### src/rtl/rr_sched_pkg.sv
// rr_sched_pkg: constants and types shared by the round-robin grant scheduler.
//   IDX_W            grant index width
//   N_REQ            number of requesters (always 2**IDX_W)
//   MAX_HOLD_DEFAULT default grant length limit for the optional timeout
//   sched_state_e    scheduler FSM states
//   dec2to4          2-to-4 one-hot decode used by the grant decoder tree
package rr_sched_pkg;

  localparam int IDX_W            = 5;
  localparam int N_REQ            = 1 << IDX_W;
  localparam int MAX_HOLD_DEFAULT = 16;

  typedef enum logic [1:0] {
    IDLE  = 2'd0,
    GRANT = 2'd1,
    GAP   = 2'd2
  } sched_state_e;

  function automatic logic [3:0] dec2to4(input logic [1:0] sel);
    dec2to4 = 4'b0001 << sel;
  endfunction

endpackage

### src/rtl/grant_idx_decoder.sv
// grant_idx_decoder: 5-to-32 one-hot decoder with enable.
// The two low index pairs each go through a 2-to-4 stage, and the top bit goes
// through an enabled 1-to-2 stage. Each output is the AND of one line from each
// stage, so exactly one output is high when en=1 and none are high when en=0.
// Ports:
//   idx     in   IDX_W  index to decode
//   en      in   1      decode enable; all outputs are zero when low
//   onehot  out  N_REQ  decoded select lines
module grant_idx_decoder
  import rr_sched_pkg::*;
(
  input  logic [IDX_W-1:0] idx,
  input  logic             en,
  output logic [N_REQ-1:0] onehot
);

  logic [3:0] lo_dec;
  logic [3:0] mid_dec;
  logic [1:0] hi_dec;

  assign lo_dec  = dec2to4(idx[1:0]);
  assign mid_dec = dec2to4(idx[3:2]);
  assign hi_dec  = {idx[4], ~idx[4]} & {2{en}};

  generate
    for (genvar gi = 0; gi < N_REQ; gi++) begin : g_line
      localparam int HI  = gi / 16;
      localparam int MID = (gi / 4) % 4;
      localparam int LO  = gi % 4;
      assign onehot[gi] = hi_dec[HI] & mid_dec[MID] & lo_dec[LO];
    end
  endgenerate

endmodule

### src/rtl/rr_grant_scheduler.sv
// rr_grant_scheduler: round-robin arbiter that hands one decoded select line
// to one of 32 requesters at a time.
// A grant is held until the owner raises done or drops its request; then one
// idle GAP cycle follows so select lines never overlap, and priority rotates
// to the index just above the released owner.
// Optional build macro: RR_GRANT_TIMEOUT_EN adds a hold counter that forces a
// release after MAX_HOLD grant cycles and pulses the timeout output.
// Ports:
//   clk           in   1      clock, rising edge
//   rst_n         in   1      asynchronous active-low reset
//   req           in   N_REQ  request vector, bit i = requester i
//   done          in   1      current owner releases the grant
//   grant_valid   out  1      a grant is active
//   grant_idx     out  IDX_W  current owner, 0 when no grant
//   grant_onehot  out  N_REQ  decoded grant, all zero when idle
//   busy          out  1      scheduler is in GRANT or GAP
//   timeout       out  1      (macro only) one-cycle pulse on forced release
module rr_grant_scheduler
  import rr_sched_pkg::*;
#(
  parameter int MAX_HOLD = MAX_HOLD_DEFAULT
) (
  input  logic             clk,
  input  logic             rst_n,
  input  logic [N_REQ-1:0] req,
  input  logic             done,
  output logic             grant_valid,
  output logic [IDX_W-1:0] grant_idx,
  output logic [N_REQ-1:0] grant_onehot,
  output logic             busy
`ifdef RR_GRANT_TIMEOUT_EN
  ,
  output logic             timeout
`endif
);

  sched_state_e     state_reg;
  logic [IDX_W-1:0] ptr_reg;
  logic [IDX_W-1:0] grant_idx_reg;
  logic             grant_valid_reg;

  logic [N_REQ-1:0] req_rot;
  logic [IDX_W-1:0] win_off;
  logic [IDX_W-1:0] win_idx_next;
  logic             any_req;
  logic             user_release;
  logic             forced_release;

  // Rotate the request vector so bit 0 is the requester at ptr; the first set
  // bit of the rotated vector is then the round-robin winner's offset.
  always_comb begin
    req_rot = '0;
    for (int i = 0; i < N_REQ; i++) begin
      req_rot[i] = req[IDX_W'(ptr_reg + IDX_W'(i))];
    end
  end

  // Scan downward so the lowest set bit is the last one written.
  always_comb begin
    win_off = '0;
    for (int i = N_REQ - 1; i >= 0; i--) begin
      if (req_rot[i]) begin
        win_off = IDX_W'(i);
      end
    end
  end

  // Index arithmetic wraps naturally at IDX_W bits.
  assign win_idx_next = ptr_reg + win_off;
  assign any_req      = |req;

  // done and a dropped request together count as one release.
  assign user_release = done | ~req[grant_idx_reg];

`ifdef RR_GRANT_TIMEOUT_EN
  localparam int HOLD_W = $clog2(MAX_HOLD) + 1;

  logic [HOLD_W-1:0] hold_cnt_reg;
  logic              timeout_reg;

  assign forced_release = (hold_cnt_reg == HOLD_W'(MAX_HOLD - 1));
  assign timeout        = timeout_reg;
`else
  assign forced_release = 1'b0;
`endif

  always_ff @(posedge clk or negedge rst_n) begin
    if (!rst_n) begin
      state_reg       <= IDLE;
      ptr_reg         <= '0;
      grant_idx_reg   <= '0;
      grant_valid_reg <= 1'b0;
`ifdef RR_GRANT_TIMEOUT_EN
      hold_cnt_reg    <= '0;
      timeout_reg     <= 1'b0;
`endif
    end else begin
`ifdef RR_GRANT_TIMEOUT_EN
      timeout_reg <= 1'b0;
`endif
      case (state_reg)
        // GAP arbitrates exactly like IDLE, so it always lasts one cycle.
        IDLE, GAP: begin
          if (any_req) begin
            state_reg       <= GRANT;
            grant_idx_reg   <= win_idx_next;
            grant_valid_reg <= 1'b1;
`ifdef RR_GRANT_TIMEOUT_EN
            hold_cnt_reg    <= '0;
`endif
          end else begin
            state_reg <= IDLE;
          end
        end

        // Other request bits are ignored while a grant is held.
        GRANT: begin
          if (user_release || forced_release) begin
            state_reg       <= GAP;
            ptr_reg         <= grant_idx_reg + IDX_W'(1);
            grant_idx_reg   <= '0;
            grant_valid_reg <= 1'b0;
`ifdef RR_GRANT_TIMEOUT_EN
            // A real release on the same edge is not reported as a timeout.
            timeout_reg     <= ~user_release;
`endif
          end
`ifdef RR_GRANT_TIMEOUT_EN
          else begin
            hold_cnt_reg <= hold_cnt_reg + HOLD_W'(1);
          end
`endif
        end

        default: begin
          state_reg       <= IDLE;
          grant_idx_reg   <= '0;
          grant_valid_reg <= 1'b0;
        end
      endcase
    end
  end

  assign grant_valid = grant_valid_reg;
  assign grant_idx   = grant_idx_reg;
  assign busy        = (state_reg != IDLE);

  grant_idx_decoder u_decoder (
    .idx    (grant_idx_reg),
    .en     (grant_valid_reg),
    .onehot (grant_onehot)
  );

endmodule
### config.mk
export PLATFORM = sky130hd
export DESIGN_NAME = rr_grant_scheduler
export DESIGN_NICKNAME = d
export VERILOG_FILES = /design/src/rtl/rr_sched_pkg.sv /design/src/rtl/grant_idx_decoder.sv /design/src/rtl/rr_grant_scheduler.sv
export SDC_FILE = /design/constraint.sdc
export NUM_CORES = 1
export LEC_CHECK = 0
export BUFFER_PORTS_ARGS = -buffer_cell sky130_fd_sc_hd__buf_2
export CORE_UTILIZATION = 30
export CTS_BUF_LIST = sky130_fd_sc_hd__clkbuf_4 sky130_fd_sc_hd__clkbuf_8
export DETAILED_ROUTE_END_ITERATION = 8
export PLACE_DENSITY = 0.56
export RECOVER_POWER = 50
export SLEW_MARGIN = 30
export SYNTH_ARGS = -nofsm -noshare
export SYNTH_HDL_FRONTEND = slang
export SYNTH_SLANG_ARGS = --single-unit
export TNS_END_PERCENT = 30
### constraint.sdc
create_clock -name clk -period 7.66 [get_ports clk]
set_input_delay 0.383 -clock clk [delete_from_list [all_inputs] [get_ports clk]]
set_output_delay 0.383 -clock clk [all_outputs]
set_load 0.01 [all_outputs]
# After elaboration in Yosys (flattened, before gate mapping)

Cells that the tools add are included.
W data, S select, Z words.

Output and inout bits: 39
Register bits after elaboration: 13
Input port bits: 35
Word-level logic and storage cells: 233

Shift operators: 2
Reduce and logical (&&, ||, !) cells: 6
Multiplexer cells: 107
Eq/ne operators: 4
$lt $le $gt $ge: 33
$add $sub $neg: 33
Bitwise gates (word level): 44

Operators with widths:

| operator              | count |
|---|---|
| $lt A5 B6 Y1 const B  | 33 |
| $mux W5               | 34 |
| $bmux W1 S5           | 33 |
| $add A5 B5 Y5 const B | 16 |
| $add A5 B4 Y5 const B | 8 |
| $and A1 B1 Y1         | 40 |
| $mux W1               | 36 |
| $reduce_or A32 Y1     | 1 |
| $add A5 B3 Y5 const B | 4 |
| $add A5 B1 Y5 const B | 2 |
| $add A5 B2 Y5 const B | 2 |
| $pmux W5 S2           | 1 |
| $shl A1 B2 Y4 const A | 2 |
| $add A5 B5 Y5         | 1 |
| $ne A2 B2 Y1 const B  | 2 |
| $pmux W2 S2           | 1 |
| $reduce_and A2 Y1     | 2 |
| $and A2 B2 Y2         | 1 |
| $eq A2 B1 Y1 const B  | 1 |
| $eq A2 B2 Y1 const B  | 1 |
| $logic_not A2 Y1      | 1 |
| $mux W2               | 1 |
| $not A1 Y1            | 2 |
| $pmux W1 S2           | 1 |
| other kinds (3)       | 3 |

# Longest topological paths before layout

Word-level depth: 38
Depth in mapped cells: 25

# Hierarchy

From an unflattened synthesis, not the netlist that was laid out.

Cell total of the unflattened synthesis: 449
Area total of the unflattened synthesis: 4699.5 sq um

By module, submodules not included:

| module             | times used | cells an instance | area an instance (sq um) |
|---|---|---|---|
| rr_grant_scheduler | 1          | 399               | 4428.0 |
| grant_idx_decoder  | 1          | 50                | 271.5 |

# Worst setup path after synthesis

Ideal clock, no wire load.

Path type: flip-flop to flip-flop
Start: reg ptr_reg[0]
End: reg grant_idx_reg[4] (netlist: grant_idx[4])
Data required time: 7520 ps
Library setup time: 140 ps
Path slack: 2200 ps
Data arrival time: 5320 ps
Period minus slack after synthesis: 5460 ps
Stages on the path, launching flop included: 23
Path through: dfrtp_1 > buf_6 > buf_12 > buf_2 > buf_2 > inv_1 > ha_1 > clkbuf_1 > clkbuf_1 > mux4_1 > mux4_2 > mux2_2 > or2_0 > or2_1 > a41oi_1 > nor3b_1 > o41a_1 > ha_1 > a21o_1 > a21oi_1 > xor2_1 > xnor2_1 > o21ai_1

Word-level cells in the longest chain between the ends: 38

RTL lines:

| element                       | RTL line                  | RTL |
|---|---|---|
| from (decl)                   | rr_grant_scheduler.sv:38  | `logic [IDX_W-1:0] ptr_reg;` |
| from (signal assigned)        | rr_grant_scheduler.sv:120 | `ptr_reg <= grant_idx_reg + IDX_W'(1);` |
| $add A5 B5 Y5                 | rr_grant_scheduler.sv:54  | `req_rot[i] = req[IDX_W'(ptr_reg + IDX_W'(i))];` |
| $bmux W1 S5                   | rr_grant_scheduler.sv:54  |  |
| $mux W1 (implied by the code) | rr_grant_scheduler.sv:54  |  |
| $mux W5 (32 in series)        | rr_grant_scheduler.sv:62  | `if (req_rot[i]) begin` |
| $add A5 B5 Y5 (*)             | rr_grant_scheduler.sv:69  | `assign win_idx_next = ptr_reg + win_off;` |
| $mux W5 (*)                   | rr_grant_scheduler.sv:104 | `if (any_req) begin` |
| $pmux W5 S2 (*)               | rr_grant_scheduler.sv:101 | `case (state_reg)` |
| to (signal assigned)          | rr_grant_scheduler.sv:106 | `grant_idx_reg <= win_idx_next;` |
| to (decl)                     | rr_grant_scheduler.sv:39  | `logic [IDX_W-1:0] grant_idx_reg;` |

Every way passes the cells marked *; elsewhere a longest branch is shown, timed or not. The select of a mux whose other input is x is not followed.
A chain may end at the register's enable or synchronous reset.

# Worst setup path after layout

Start: reg ptr_reg[1]
End: reg grant_idx_reg[4] (netlist: grant_idx[4])

The elaborated chain is that of the path after synthesis.

==> flow_summary.yaml <==
clock_network:
  clkTransAtPathRegs_ns: 0.05
  ctsHoldBuffers: 0
  cts-root-buf: "clkbuf_8"
  cts_tree: "built"
  clockBufferDepth: 2
  cts_max_level: 1
  cts_setup_buffers: 0
  cts_resized: 0
  clk_latency_ns: 0.24
  cts.sinks: 13
  cts_buffers: 3
timing:
  slew_violations: 0
  fin_tns_setup_ns: 0
  hold_viol_final: 0
  min_period_ns: 5.78
  rsz0062_at_grt: "no"
  period_share: 0.755
  slew_headroom: 0.458
  worst_pin_slew_ns: 0.807
  finalSetupViolCount: 0
  finClkSkew_ns: 0.000830
  fmax_ghz: 0.173
critical_path:
  slowest_stage: "ha_1"
  crit_path_start_kind: "flop"
  worstPathRequired_ns: 7.75
  critPathBufInv: 4
  cpLargestDelayFamily: "multiplexers"
  cpMostUsedCell: "inv_1"
  path_cells: "buf_4, inv_1, ha_1, mux4_2, mux4_2, mux2i_1, o21ai_0, a311oi_1, o31ai_1, a31o_2, ha_1, inv_1, fa_1, inv_1, a21o_1, a21oi_1, xor2_1, xnor2_1, o21ai_1"
  critPathMaxStageDelay_ns: 0.80
  crit_type: "flop to flop"
  crit_fanout: 37
  worstPathArrival_ns: 5.87
  endpoint_kind: "flop"
global_route:
  grt_pass1_vias: 4189
  grt_max_degree: 47
  grt_pass1_wl_mm: 24.2
  grt_overflow: 0
  antenna_found_initial: 0
  grt_use_total: 0.188
synth:
  ys_seq_elements: 13
  syn_nets: 511
  ys_seq_area_frac: 0.0664
  ys_async_sr_fraction: 1.00
  synth_area_mm2: 0.00490
  avgSynthCellArea_um2: 10.8
  synth_cells: 454
  synth_cell_types: 57
  synth_edf_count: 0
  ys.flop_type: "dfrtp_1"
  synth-warning-count: 0
place:
  io_buffers: 73
  place_congestion: 0.947
  hpwl_mm: 12.2
routing:
  wire_per_inst_um: 21.7
  post_drt_via_cell_ratio: 6.10
  drc_errors: 0
  dr_total_vias: 4409
  wl_mm: 15.7
  firstDrtPassIters: 4
  ant_nets: 0
  drt_iter0_markers: 341
min_path:
  hold_class: "input port to asynchronous set/reset pin"
outcome:
  status: "completed"
floorplan:
  die_w_um: 130
  die_h_um: 130
  initial_core_util: 0.308
  io_pins: 74
  fp.dieArea_mm2: 0.0168
  fp.coreArea_mm2: 0.0159
  placementRows: 46
final_layout:
  layout_commonest_cell: "mux4_2"
  final_cell_mix: "mux4_2 (72), buf_2 (55), mux2i_1 (50)"
  drive_gt1_frac: 0.314
  syn2layout_area_growth_pct: 11.6
  fill_cells: 1633
  antennaDiodeCount: 0
  layout.nets: 565
run:
  maxCapViolations: 0
==> kinds of logic (layout without fill, tap and decap cells) <==
| group | Yosys count | after routing | synth area share |
|---|---|---|---|
| AND/OR/NAND/NOR | 136 | 136 | 0.149 |
| multiplexers | 149 | 149 | 0.551 |
| flip-flops | 13 | 13 | 0.0664 |
| adder cells (fa/ha/maj) | 22 | 22 | 0.0577 |
| AO/OA/AOI/OAI | 62 | 62 | 0.0797 |
| XOR/XNOR | 30 | 30 | 0.0552 |
| buffers and inverters | 42 | 95 | 0.0409 |
==> Yosys cell counts (3+ instances only) <==
cell type,number,share of area
and2_1,33,0.042
nand4_1,5,0.0064
nor4_1,12,0.015
ha_1,21,0.054
buf_2,9,0.0092
clkbuf_1,10,0.0077
nand3_1,7,0.0072
mux4_1,18,0.097
xor2_1,9,0.016
mux2i_1,50,0.10
inv_1,13,0.010
o21ai_0,16,0.016
mux4_2,72,0.33
nand2b_1,8,0.010
a21oi_1,18,0.018
a21boi_0,5,0.0077
nand2_1,28,0.021
xnor2_1,20,0.036
buf_1,4,0.0031
nor3_1,8,0.0082
dfrtp_1,13,0.066
nor2_1,18,0.014
mux2_2,8,0.018
nor2b_1,4,0.0051
or2_2,3,0.0038
==> path summary, 6_finish.rpt <==
kind                                    startpoint                        to  slack (ns)  cells after the start
setup / recovery            ptr_reg[1]$_DFFE_PN0P_  grant_idx[4]$_DFFE_PN0P_        1.88                     19
hold / removal                               rst_n  grant_idx[2]$_DFFE_PN0P_        0.17                      1
setup reg to reg            ptr_reg[1]$_DFFE_PN0P_  grant_idx[4]$_DFFE_PN0P_        1.88                     19
hold reg to reg            grant_valid$_DFFE_PN0P_   grant_valid$_DFFE_PN0P_        0.54                      2
max in group asynchronous                    rst_n    ptr_reg[1]$_DFFE_PN0P_        6.99                      1
min in group clk                              done  state_reg[0]$_DFFE_PN0P_        0.46                      3
==> per-layer routing <==
layer | global-route usage | wire length [um] | part of all wire | vias to the layer above
met2 | 0.303 | 7530 | 0.48 | 209
met4 | 0.0328 | 210 | 0.013 | 0
met5 | 0 | 0 | 0 | -
met1 | 0.267 | 6720 | 0.43 | 2251
li1 | - | - | - | 1933
met3 | 0.0308 | 1200 | 0.077 | 16
==> worst reg2reg max path, stage by stage, from the launching register on <==
cell      delay, ns
dfrtp_2        0.33
buf_4          0.45
inv_1          0.39
ha_1           0.80
mux4_2         0.71
mux4_2         0.50
mux2i_1        0.37
o21ai_0        0.21
a311oi_1       0.32
o31ai_1        0.12
a31o_2         0.21
ha_1           0.19
inv_1          0.07
fa_1           0.19
inv_1          0.05
a21o_1         0.14
a21oi_1        0.17
xor2_1         0.19
xnor2_1        0.14
o21ai_1        0.08
==> through the flow <==
step / instances / cell area (um2) / setup slack, ns / util / hold slack [ns]
floorplan: 454 / 4900 / 2.20 / - / 0.0874
global route: 723 / 5470 / 1.46 / 0.344 / 0.217
finish: 723 / 5470 / 1.88 / 0.344 / 0.167
detailed placement: 719 / 5420 / 1.64 / 0.341 / 0.286
global placement: 719 / 5420 / 1.90 / 0.341 / 0.282
CTS: 723 / 5470 / 1.63 / 0.344 / 0.0253
==> cell type report <==
cell class / count / area, um2 / share of cell area
multi-input cells: 399 / 4400 / 0.804
well taps: 216 / 270 / 0.0495
inverters: 15 / 56.3 / 0.0103
clock buffers: 4 / 48.8 / 0.00893
flip-flops and latches: 13 / 329 / 0.0602
repair buffers: 76 / 365 / 0.0668
Power is left out: the tool's default activity adds up to more than one toggle a clock period on the data nets, which glitch-free logic cannot reach.
